<file path="src/rtl/bip_sequencer.sv">
// Multi-cycle control sequencer for the accumulator CPU.
// Owns the PC, the instruction register and the fetch/decode/execute FSM.
// It also handles variable data-RAM read latency, halt and illegal-opcode
// trapping, single-step debug mode and a saturating retired-instruction count.
//
// Handshake semantics: there is no valid/ready pairing here. Instruction
// memory is a plain synchronous read: i_instr reflects o_pc one cycle later.
// Every strobe output is a registered single-cycle pulse; o_rd_ram is the
// exception and stays high for 1+RAM_LAT cycles.
//
// Debug: o_state exposes the FSM state encoding.
// IDLE=0 FETCH=1 DECODE=2 EXEC=3 MEMWAIT=4 HALT=5.
module bip_sequencer #(
  parameter int OPCODE_W  = 5,
  parameter int OPERAND_W = 11,
  parameter int PC_W      = 11,
  parameter int RAM_LAT   = 1,
  parameter int CNT_W     = 16
) (
  input  logic                          clk,
  input  logic                          rst_n,
  input  logic                          i_clear,
  input  logic                          i_run,
  input  logic                          i_step_mode,
  input  logic                          i_step,
  input  logic [OPCODE_W+OPERAND_W-1:0] i_instr,
  output logic [PC_W-1:0]               o_pc,
  output logic [OPERAND_W-1:0]          o_operand,
  output logic [1:0]                    o_sel_a,
  output logic                          o_sel_b,
  output logic                          o_op,
  output logic                          o_wr_acc,
  output logic                          o_wr_ram,
  output logic                          o_rd_ram,
  output logic                          o_wr_pc,
  output logic                          o_halted,
  output logic                          o_illegal,
  output logic [CNT_W-1:0]              o_retired,
  output logic [2:0]                    o_state
);

  localparam int INSTR_W = OPCODE_W + OPERAND_W;

  localparam logic [OPCODE_W-1:0] OP_HALT = OPCODE_W'(0);
  localparam logic [OPCODE_W-1:0] OP_STO  = OPCODE_W'(1);
  localparam logic [OPCODE_W-1:0] OP_LD   = OPCODE_W'(2);
  localparam logic [OPCODE_W-1:0] OP_LDI  = OPCODE_W'(3);
  localparam logic [OPCODE_W-1:0] OP_ADD  = OPCODE_W'(4);
  localparam logic [OPCODE_W-1:0] OP_ADDI = OPCODE_W'(5);
  localparam logic [OPCODE_W-1:0] OP_SUB  = OPCODE_W'(6);
  localparam logic [OPCODE_W-1:0] OP_SUBI = OPCODE_W'(7);

  // Index of the final MEMWAIT cycle (RAM_LAT is 1..4, so 3 bits suffice).
  localparam logic [2:0] LAT_LAST = 3'(RAM_LAT - 1);

  typedef enum logic [2:0] {
    IDLE    = 3'd0,
    FETCH   = 3'd1,
    DECODE  = 3'd2,
    EXEC    = 3'd3,
    MEMWAIT = 3'd4,
    HALT    = 3'd5
  } state_t;

  state_t              state;
  state_t              retireNext;
  logic [OPCODE_W-1:0] irOp;
  logic [OPCODE_W-1:0] fetchedOp;
  logic [2:0]          waitCnt;
  logic                startReq;

  // Memory-operand instructions hold their mux/op setting while RAM data arrives.
  // The returned value is packed as {sel_a, sel_b, op}.
  function automatic logic [3:0] memCtl(input logic [OPCODE_W-1:0] op);
    case (op)
      OP_LD:   memCtl = 4'b0010;
      OP_ADD:  memCtl = 4'b1001;
      default: memCtl = 4'b1000;
    endcase
  endfunction

  assign fetchedOp  = i_instr[INSTR_W-1 -: OPCODE_W];
  assign startReq   = i_step_mode ? i_step : i_run;
  assign retireNext = (i_run && !i_step_mode) ? FETCH : IDLE;
  assign o_state    = state;

  // Sequencer FSM. Outputs are computed on entry to a state, so the strobes
  // are registered and line up exactly with the state they belong to.
  always_ff @(posedge clk or negedge rst_n) begin
    if (!rst_n) begin
      state     <= IDLE;
      o_pc      <= '0;
      irOp      <= '0;
      o_operand <= '0;
      waitCnt   <= '0;
      o_retired <= '0;
      o_sel_a   <= 2'b00;
      o_sel_b   <= 1'b0;
      o_op      <= 1'b0;
      o_wr_acc  <= 1'b0;
      o_wr_ram  <= 1'b0;
      o_rd_ram  <= 1'b0;
      o_wr_pc   <= 1'b0;
      o_halted  <= 1'b0;
      o_illegal <= 1'b0;
    end else if (i_clear) begin
      state     <= IDLE;
      o_pc      <= '0;
      irOp      <= '0;
      o_operand <= '0;
      waitCnt   <= '0;
      o_retired <= '0;
      o_sel_a   <= 2'b00;
      o_sel_b   <= 1'b0;
      o_op      <= 1'b0;
      o_wr_acc  <= 1'b0;
      o_wr_ram  <= 1'b0;
      o_rd_ram  <= 1'b0;
      o_wr_pc   <= 1'b0;
      o_halted  <= 1'b0;
      o_illegal <= 1'b0;
    end else begin
      o_sel_a  <= 2'b00;
      o_sel_b  <= 1'b0;
      o_op     <= 1'b0;
      o_wr_acc <= 1'b0;
      o_wr_ram <= 1'b0;
      o_rd_ram <= 1'b0;
      o_wr_pc  <= 1'b0;

      // The retire cycle is the one that is ending with wr_pc high.
      if (o_wr_pc) begin
        o_pc <= o_pc + PC_W'(1);
        if (o_retired != '1) o_retired <= o_retired + CNT_W'(1);
      end

      case (state)
        IDLE: if (startReq) state <= FETCH;

        FETCH: state <= DECODE;

        DECODE: begin
          irOp      <= fetchedOp;
          o_operand <= i_instr[OPERAND_W-1:0];
          state     <= EXEC;
          case (fetchedOp)
            OP_STO: begin
              o_wr_ram <= 1'b1;
              o_sel_b  <= 1'b1;
              o_wr_pc  <= 1'b1;
            end
            OP_LDI: begin
              o_sel_a  <= 2'b01;
              o_wr_acc <= 1'b1;
              o_wr_pc  <= 1'b1;
            end
            OP_ADDI, OP_SUBI: begin
              o_sel_a  <= 2'b10;
              o_sel_b  <= 1'b1;
              o_op     <= (fetchedOp == OP_ADDI);
              o_wr_acc <= 1'b1;
              o_wr_pc  <= 1'b1;
            end
            OP_LD, OP_ADD, OP_SUB: o_rd_ram <= 1'b1;
            default: ;
          endcase
        end

        EXEC: begin
          case (irOp)
            OP_HALT: begin
              state    <= HALT;
              o_halted <= 1'b1;
            end
            OP_STO, OP_LDI, OP_ADDI, OP_SUBI: state <= retireNext;
            OP_LD, OP_ADD, OP_SUB: begin
              state   <= MEMWAIT;
              waitCnt <= '0;
              o_rd_ram <= 1'b1;
              {o_sel_a, o_sel_b, o_op} <= memCtl(irOp);
              if (LAT_LAST == 3'd0) begin
                o_wr_acc <= 1'b1;
                o_wr_pc  <= 1'b1;
              end
            end
            default: begin
              state     <= HALT;
              o_halted  <= 1'b1;
              o_illegal <= 1'b1;
            end
          endcase
        end

        MEMWAIT: begin
          if (waitCnt == LAT_LAST) begin
            state <= retireNext;
          end else begin
            waitCnt  <= waitCnt + 3'd1;
            o_rd_ram <= 1'b1;
            {o_sel_a, o_sel_b, o_op} <= memCtl(irOp);
            if (waitCnt + 3'd1 == LAT_LAST) begin
              o_wr_acc <= 1'b1;
              o_wr_pc  <= 1'b1;
            end
          end
        end

        HALT: state <= HALT;

        default: state <= IDLE;
      endcase
    end
  end

endmodule

</file>
<file path="config.mk">
export PLATFORM = sky130hd
export DESIGN_NAME = bip_sequencer
export DESIGN_NICKNAME = d
export VERILOG_FILES = /design/src/rtl/bip_sequencer.sv
export SDC_FILE = /design/constraint.sdc
export NUM_CORES = 1
export LEC_CHECK = 0
export CORE_AREA = 2 2 106 77
export DETAILED_ROUTE_END_ITERATION = 7
export DIE_AREA = 0 0 108 79
export MAX_ROUTING_LAYER = met4
export PLACE_DENSITY = 0.63
export SLEW_MARGIN = 20
export SYNTH_ARGS = -nofsm -noshare
export SYNTH_HDL_FRONTEND = slang
export SYNTH_SLANG_ARGS = --single-unit
</file>
<file path="constraint.sdc">
create_clock -name clk -period 2 [get_ports clk]
set_input_delay 0.4 -clock clk [delete_from_list [all_inputs] [get_ports clk]]
set_output_delay 0.4 -clock clk [all_outputs]
set_load 0.02 [all_outputs]
</file>
==> flow_summary.json, run 1 <==
{
  "path_buf_inv": 0,
  "avgSynthCellArea_sq_um": 9.30,
  "crit_cells": 4,
  "cpPeakStageDelay_ns": 0.58,
  "fin_crit_sh_pct": 95.8,
  "arrival_ns": 2.16,
  "drive_above_1_share_pct": 11.5,
  "place.gp.congestion": 0.862,
  "reg2reg_to": "o_retired[13]",
  "yosysTopAreaCellShare_pct": 50.6,
  "antenna_cells": 0,
  "die_h_microns": 79,
  "synth_ff_type": "dfrtp_1",
  "antenna_found_initial": 0,
  "dieArea_sq_um": 8530,
  "cts.sinks": 59,
  "crit_required_ns": 2.25,
  "drt_iter0_drc": 197,
  "vias": 2619,
  "path_delay_family": "simple AND/OR/NAND/NOR gates",
  "clock.fmax_mhz": 522,
  "numCtsBuffers": 9,
  "initial_core_util_pct": 38.4,
  "clkSlewWorstSetupHoldPaths_ns": 0.07,
  "cts_root_buf": "clkbuf_8",
  "yosys_warnings": 0,
  "synth_area_sq_um": 2920,
  "synth.area.top_cells": "dfrtp_1 (51%), a21oi_1 (7.0%), nand2_1 (6.4%)",
  "syn_inst": 314,
  "firstDrtPassIters": 5,
  "whs_ns": 0.0687,
  "crit_end": "o_retired[13]",
  "postCtsSetupRepairBufs": 0,
  "route.detailed.drc": 0,
  "reg2regPathDepth": 4,
  "grt_overflow": 0,
  "max_cap_violations": 0,
  "clkLatencyLatePin_ns": 0.33,
  "path_class": "reg2reg",
  "post-route-min-period_ns": 1.92,
  "cp_slowest_cell": "or4_4",
  "synth_edf_count": 0,
  "grt_max_degree": 60,
  "dp_hpwl_mm": 5.16,
  "avgViaCountPerCell": 5.22,
  "routedWlPerCell_microns": 14.8,
  "num_io_pins": 73,
  "htreeDepth": 3,
  "hold_path_class": "in2async",
  "powerDensity_nw_per_um2": 737,
  "syn2layout_area_growth_pct": 37.7,
  "postRouteAntennaNets": 0,
  "slew_headroom_pct": 69.4,
  "grt_pass1_wl_mm": 12.2,
  "synth-seq-cells": 59,
  "finalHoldViolCount": 0,
  "fp-row-count": 27,
  "start_kind": "flop",
  "rsz0062_at_grt": "no",
  "crit_path_start": "o_retired[7]",
  "r2r_start": "o_retired[7]",
  "final_max_slew_viol_count": 0,
  "crit_fanout": 6,
  "peakVddDrop_mv": 0.396,
  "portBuffers": 72,
  "layout.nets": 425,
  "grt_use_total_pct": 19.0,
  "die_w_microns": 108,
  "cp-end-kind": "flop",
  "finalSetupTns_ns": 0,
  "clk_path_buf_depth": 2,
  "cts_tree": "yes",
  "ff2ff_setup_slack_ns": 0.08,
  "routed_wl_mm": 7.45,
  "yosys.cell_types.count": 45,
  "leakage_nw": 1.63,
  "synth.net_count": 341,
  "yosysMostFrequentCell": "dfrtp_1",
  "clock_skew_ns": 0.00870,
  "worst_pin_slew_ns": 0.458,
  "synth_commonest_cells": "dfrtp_1 (59), nand2_1 (50), a21oi_1 (41), nor2_1 (19), inv_1 (12)",
  "status": "finished, final reports clean",
  "path_cells": "nand4_2 > or4_4 > or4_1 > a21oi_1",
  "coreArea_sq_um": 7600,
  "seq_area_frac_synth_pct": 50.6,
  "setup_violations": 0,
  "async_flop_share_pct": 100,
  "synth_top_area_cell": "dfrtp_1",
  "grt_pass1_vias": 2517
}
==> cell usage in the layout, fill, tap and decap left out, drive strengths merged, types with 3 or more instances in the layout <==
master and n:
a21oi 41, and3 4, buf 17, clkbuf 11, clkdlybuf4s50 70, dfrtp 59
ha 5, inv 12, mux2 3, mux2i 3, nand2 50, nand2b 6
nand3 9, nand4 12, nor2 19, nor2b 5, nor3 4, nor3b 3
nor4 4, o21ai 9, o31ai 5, or2 5, or3 5, or4 6
xnor2 4, xor2 8
==> cell families (layout without fill, tap and decap cells) <==
| logic type | after synthesis | count (layout) | share of synthesized area, % |
|---|---|---|---|
| flops | 59 | 59 | 50.6 |
| mux | 6 | 6 | 2.19 |
| compound gates | 69 | 69 | 13.7 |
| buf+inv | 26 | 113 | 3.47 |
| fa+ha+maj | 5 | 5 | 2.14 |
| xor+xnor | 12 | 12 | 3.60 |
| simple gates | 137 | 137 | 24.3 |
==> worst min path at each step <==
| stage | endpoint | slack, ns | depth (start not counted) |
|---|---|---|---|
| finish | o_state[1] | 0.07 | 2 |
| global route | o_operand[10] | 0.09 | 2 |
| CTS | o_state[1] | 0.07 | 2 |
| detailed placement | o_state[1] | 0.43 | 2 |
| global placement | o_state[1] | 0.44 | 2 |
| floorplan | irOp[0] | 0.10 | 0 |
==> registers in the layout (all words and copies together), names as in the netlist, 2 cells and up <==
name	cells
o_state	3
o_pc	11
waitCnt	3
o_operand	11
irOp	5
o_retired	16
o_sel_a	2
==> where the power goes <==
group          switching (mW)  total, mW  internal, mW
clock network           0.440       1.03         0.592
logic                   0.338      0.598         0.261
registers              0.0703       1.33          1.26
==> final cells by class <==
type / instances / area, sq um
clock buffers: 11 / 141
clock inverters: 3 / 40.0
fillers: 712 / 3580
inverters: 12 / 45.0
multi-input cells: 229 / 1350
flip-flops and latches: 59 / 1480
well taps: 101 / 126
repair buffers: 87 / 836
==> metrics by stage <==
stage	total power, mW	instance area, sq um	instances	util (%)	worst slack, ns
floorplan	1.66	2920	314	-	0.0891
global placement	1.94	3820	488	50.3	0.127
detailed placement	1.95	3820	488	50.3	0.0674
CTS	3.00	4010	502	52.7	0.0221
global route	3.13	4020	502	52.9	0.00873
finish	2.96	4020	502	52.9	0.0835
==> routing by layer <==
layer | up-vias | share of wire, % | track usage, %
met5 | - | 0 | -
met4 | 0 | 0.39 | 4.62
met3 | 2 | 6.2 | 5.58
met2 | 94 | 45 | 27.2
met1 | 1257 | 49 | 26.5
li1 | 1266 | - | -
==> repair_timing <==
action / CTS / global route
hold buffers: 0 / 0
setup endpoints to repair: 0 / 2
gates resized for setup: 0 / 4
hold endpoints to repair: 0 / 0
Note: power is estimated with default switching activity, not from simulation.
==> run 2: changes to the inputs <==
Settings changed: GPL_ROUTABILITY_DRIVEN from default to 0.
==> results of run 2 <==
The final DEF is identical to that of run 1; final timing and power are the same.
